## config.mk

```make
export PLATFORM = sky130hd
export DESIGN_NAME = intpol2_squared_acc
export DESIGN_NICKNAME = d
export VERILOG_FILES = /design/src/rtl/intpol2_squared_acc.sv
export SDC_FILE = /design/constraint.sdc
export NUM_CORES = 1
export LEC_CHECK = 0
export CAP_MARGIN = 0
export CORE_MARGIN = 3
export CORE_UTILIZATION = 47
export CTS_CLUSTER_SIZE = 40
export DETAILED_ROUTE_END_ITERATION = 16
export PLACE_DENSITY = 0.68
export SYNTH_ARGS = -nofsm -noshare
export SYNTH_HDL_FRONTEND = slang
export SYNTH_SLANG_ARGS = --single-unit
```

## constraint.sdc

```tcl
create_clock -name clk -period 8.3 [get_ports clk]
set_clock_uncertainty 0.05 [all_clocks]
set_input_delay 2.49 -clock clk [delete_from_list [all_inputs] [get_ports clk]]
set_output_delay 2.49 -clock clk [all_outputs]
set_load 0.01 [all_outputs]
```

## src/rtl/intpol2_squared_acc.sv

```systemverilog
// Squared-term generator for the quadratic interpolator: emits x2*k^2 for k=0..L-1 by finite differences.
// Optional INTPOL2_SQ_SCALE_EN: output is rounded x2*(k/L)^2 at IN_W bits instead of full precision.
module intpol2_squared_acc #(
    parameter int DATA_WIDTH = 32,
    parameter int N_BITS     = 2,
    parameter int LOG2_L     = 2,
    parameter int NCH        = 1,
    localparam int IN_W      = DATA_WIDTH + N_BITS,
`ifdef INTPOL2_SQ_SCALE_EN
    localparam int OUT_W     = IN_W
`else
    localparam int OUT_W     = IN_W + 2 * LOG2_L
`endif
) (
    input  logic                   clk,
    input  logic                   rstn,
    input  logic                   clear,
    input  logic                   s_valid,
    output logic                   s_ready,
    input  logic [NCH*IN_W-1:0]    x2,
    output logic                   m_valid,
    input  logic                   m_ready,
    output logic [NCH*OUT_W-1:0]   xi2,
    output logic [LOG2_L-1:0]      k_idx,
    output logic                   last
);

    localparam int L   = 2 ** LOG2_L;
    localparam int D_W = IN_W + LOG2_L + 1;
    localparam int F_W = IN_W + 2 * LOG2_L;

    localparam logic [0:0] ST_IDLE = 1'b0;
    localparam logic [0:0] ST_RUN  = 1'b1;

    localparam logic [LOG2_L-1:0] K_LAST = LOG2_L'(L - 1);

    logic [0:0]               state;
    logic [LOG2_L-1:0]        k;
    logic signed [IN_W-1:0]   x2_in [NCH];
    logic signed [IN_W-1:0]   x2_r  [NCH];
    logic signed [D_W-1:0]    d_r   [NCH];
    logic signed [F_W-1:0]    f_r   [NCH];
    logic                     beat;
    logic                     take;

    assign m_valid = (state == ST_RUN);
    assign k_idx   = k;
    assign last    = m_valid && (k == K_LAST);
    assign beat    = m_valid && m_ready;
    assign s_ready = (state == ST_IDLE) || (beat && last);
    assign take    = s_valid && s_ready;

    for (genvar c = 0; c < NCH; c++) begin : g_ch
        assign x2_in[c] = x2[c*IN_W +: IN_W];
`ifdef INTPOL2_SQ_SCALE_EN
        localparam logic signed [F_W-1:0] HALF = F_W'(1) <<< (2 * LOG2_L - 1);
        assign xi2[c*OUT_W +: OUT_W] = OUT_W'((f_r[c] + HALF) >>> (2 * LOG2_L));
`else
        assign xi2[c*OUT_W +: OUT_W] = f_r[c];
`endif
    end

    // f walks x2*k^2; d is the next first difference x2*(2k+1), growing by 2*x2 per beat.
    // A new block may start on the same edge that retires the last beat of the previous one.
    always_ff @(posedge clk or negedge rstn) begin
        if (!rstn) begin
            state <= ST_IDLE;
            k     <= '0;
            for (int c = 0; c < NCH; c++) begin
                x2_r[c] <= '0;
                d_r[c]  <= '0;
                f_r[c]  <= '0;
            end
        end else if (clear) begin
            state <= ST_IDLE;
            k     <= '0;
            for (int c = 0; c < NCH; c++) begin
                x2_r[c] <= '0;
                d_r[c]  <= '0;
                f_r[c]  <= '0;
            end
        end else if (take) begin
            state <= ST_RUN;
            k     <= '0;
            for (int c = 0; c < NCH; c++) begin
                x2_r[c] <= x2_in[c];
                d_r[c]  <= D_W'(x2_in[c]);
                f_r[c]  <= '0;
            end
        end else if (beat) begin
            if (last) begin
                state <= ST_IDLE;
                k     <= '0;
            end else begin
                k <= k + LOG2_L'(1);
                for (int c = 0; c < NCH; c++) begin
                    f_r[c] <= f_r[c] + F_W'(d_r[c]);
                    d_r[c] <= d_r[c] + (D_W'(x2_r[c]) <<< 1);
                end
            end
        end
    end

endmodule

```

==> results list <==
* DP Cell Count: about 1300
- Summed over all instances, the cell type with the most area after synthesis is sky130_fd_sc_hd__dfrtp_1.
- The worst register-to-register path has a setup slack of 4.84 ns.
* Weighted congestion at the end of routability-driven global placement: just under 0.9
* Slowest CP cell: sky130_fd_sc_hd__clkdlybuf4s50_1
- Outcome: finished clean
* Total length of routed wires: around 21000 um
- The worst setup path is launched from a primary input.
- The min-delay analysis places its worst path in the category reg2reg.
* Period minus WS final: 6.25 ns
- Antenna Diode Count: 0
- The final-report hold violation count came to 0.
- For this design the static power due to leakage is 4.39 nW.
- DRC violation count after routing: 0
- The tree built by TritonCTS fans out to 112 sinks.
- Stage delay of the slowest cell on the critical path: 0.54 ns
* Ratio of final minimum period to clock period: between 70 and 80%
- In the post-route analysis, the smallest setup slack over all paths is 2.05 ns.
- Total die area: between 15000 and 20000 um^2
- Measured along the x axis, the die boundary spans around 140 um.
- By area the synthesized netlist is led by sky130_fd_sc_hd__dfrtp_1 34%, sky130_fd_sc_hd__ha_1 11%, sky130_fd_sc_hd__nand2_1 9.9%.
- DIE HEIGHT: 139 um
- The worst setup path is captured at an output pin.
- Summing the areas of all and, or, nand and nor instances in the mapped netlist gives 18.5% of the synthesized area.
- Post-DR vias/cell: 5.69
* Number of buffers on the longest clock path: 2
- Leading cell types in the layout, fill and taps excluded: 218 x sky130_fd_sc_hd__nand2_1, 148 x sky130_fd_sc_hd__a21oi_1, 112 x sky130_fd_sc_hd__dfrtp_1
* Standard-cell rows: between 40 and 50
* R2r worst-path depth: 13
- Buffers inserted to repair hold after CTS numbered 0.
- The worst hold path terminates at x2_r[6].
* GRT overflow: 0
- Among all flip-flop cells after synthesis, the most frequent one is sky130_fd_sc_hd__dfrtp_1.
- Counting flops with an async set or reset pin after synthesis yields a share of 100%.
- For this run, the register share of the synthesized area comes to 33.8%.
- Parity-gate share of the synthesized area counting xor and xnor cells: 6.45%
- Endpoint of the worst-slack reg-to-reg timing path: d_r[33]
* Unrepaired setup endpoints after global routing: false
- Achievable clock frequency: 160 MHz
- Setup violations remaining at the end of the flow were counted as 0.
- Along the worst path, the maximum fanout reaches 3.
- Gates resized during post-CTS repair numbered 0.
* Synthesized netlist net count: 1127
- Worst vdd ir: 0.113 mV
- Once the clock tree was built, the setup fixing pass inserted 0 buffers.
- DRT antenna net count: 0
- Vias: 7308
- After synthesis, the largest family of logic cells by area is compound AO/OA/AOI/OAI gates.
- Average cell area after synthesis: 8.18 um^2
* Yosys warning total: 0
* Number of standard cells in the layout, taps in and fillers out: roughly 1300
- The core region is 16900 um^2.
- Across the run, the number of max-cap violations was 0.
* Boundary Pins: 82
- Worst Path Class, Setup: in2out
- In this run, synthesis inferred 0 flip-flops with an integrated enable.
- Of the total synthesized cell area, the portion taken by full adders, half adders and majority gates is 11.5%.
- Flip-flop and latch count after synthesis: around 110
- At the placement stage, the worst setup path has a slack of 2.04 ns.
* Distinct cell type count after synthesis: 64
- The mapped netlist covers 8290 um^2.
- The worst register-to-register path begins at d_r[1].
- The synthesized netlist devotes a little over a quarter of its cell area to compound gates.
- The worst hold path was traced through 2 stages.
* IO Port Bufs: 81
* First-pass GRT wire length: 35100 um
- Mux cell area share after synthesis: less than 1%
* Number of buffers created by CTS: 9
- The top cell type by area accounts for ~34% of the synthesized area.
- In the final layout, the share of cells above drive strength 1 is under 10%.
- Violation count after the first detailed-routing iteration: 417
- Clk Tree Root Cell: sky130_fd_sc_hd__clkbuf_16
* Final net count: 1174
- Via count of the first global-routing pass: just over 7000
- H-tree levels: 3
* Power density over cell area: 139 nW/um^2
- Across every metal layer, demand over resource in global routing totals a little over a fifth.
- Initial antenna violation count: 0
- For the worst setup path, the data arrival time is 3.71 ns.
- Clk slew on worst S/H paths: 0.07 ns
- Maximum number of pins on one net before global-route repair: 77
- Hold Startpoint: x2_r[6]
- The total count of max-transition violations in the final report came to 0.
* Synthesized instance count: ~1000
- Most common library cell in the layout ignoring fill and taps: sky130_fd_sc_hd__nand2_1
- At the worst endpoint, the required time is 5.76 ns.
* Relative slew slack: between 30% and 40%
- Once the floorplan was initialized, standard cells occupied 48.9% of the core.
- The clock reaches the later pin of the worst-skew pair after 0.35 ns.
* Mean routed wirelength per cell: 16.1 um
* Clock tree from TritonCTS: yes
- The first detailed-routing pass took 5 iterations.
* HPWL reported at the end of detailed placement: 14700 um
- At the pin with the least slew margin, the transition time is 0.938 ns.
- Walking the worst path, the cells encountered are clkdlybuf4s50_1 > nand2_1 > nand2_1 > clkdlybuf4s50_1.
- Relative area change from synthesis to final layout: 15.0%
* Summed negative setup slack over all endpoints: 0 ns
-- through the flow --
stage,total power (W),util [%],instance area [um^2],hold WS (ns)
final,0.00132,56.3,9530,0.482
after global routing,0.00139,56.3,9530,0.502
after CTS,0.00133,56.3,9530,0.477
after detailed placement,0.000879,54.5,9230,0.460
after global placement,0.000876,54.5,9230,0.449
after floorplan,0.000789,-,8290,0.419
-- metal layers --
metal,track usage [%],share of wire [%],vias to the layer above
met5,0,0,-
met4,5.15,1.1,0
met3,2.03,3.8,16
li1,-,-,3707
met2,35.2,46,167
met1,31.1,49,3418
-- worst max path at each step --
stage | startpoint | to | slack [ns] | cells after the start
floorplan | m_ready | s_ready | 3.10 | 2
global placement | m_ready | s_ready | 2.05 | 4
detailed placement | m_ready | s_ready | 2.04 | 4
CTS | m_ready | s_ready | 2.04 | 4
global route | m_ready | s_ready | 1.99 | 4
finish | m_ready | s_ready | 2.05 | 4
-- state kept, by name, indices dropped and copies added (netlist names) --
name / cells
xi2: 38
d_r: 37
k_idx: 2
x2_r: 34
m_valid: 1
-- critical path, delay by kind of cell --
| family | cells | cell delay, ns |
|---|---|---|
| buf+inv | 2 | 1.04 |
| simple gates | 2 | 0.18 |
-- cells in the mapped netlist (all sizes together), types with 7 or more instances --
library cell	count
nand2	219
and3	8
nor3	9
buf	14
dfrtp	112
a21o	41
xor2	26
nor2	56
clkbuf	37
and2	7
nand2b	8
o21ai	53
a21oi	148
ha	73
a211oi	15
inv	20
nand3	21
o21a	11
o21bai	9
xnor2	35
o211ai	12
-- layout make-up --
type	count	area (um^2)
Clock buffer	13	260
Clock inverter	3	40.0
Fill cell	1575	7410
Inverter	20	75.1
Multi-Input combinational cell	830	5230
Sequential cell	112	2800
Tap cell	220	275
Timing Repair Buffer	87	848
-- power by group --
| group | internal, W | switching (W) | total [W] |
|---|---|---|---|
| Combinational | 0.000110 | 0.000163 | 0.000273 |
| Clock | 0.000250 | 0.000200 | 0.000451 |
| Sequential | 0.000571 | 0.0000262 | 0.000598 |
-- cell families after synthesis --
kind of cell	Yosys count
multiplexers	2
adder cells (fa/ha/maj)	75
flip-flops	112
XOR/XNOR	61
AND/OR/NAND/NOR	356
buffers and inverters	71
AO/OA/AOI/OAI	336
Power figures use the tool's default switching activity.
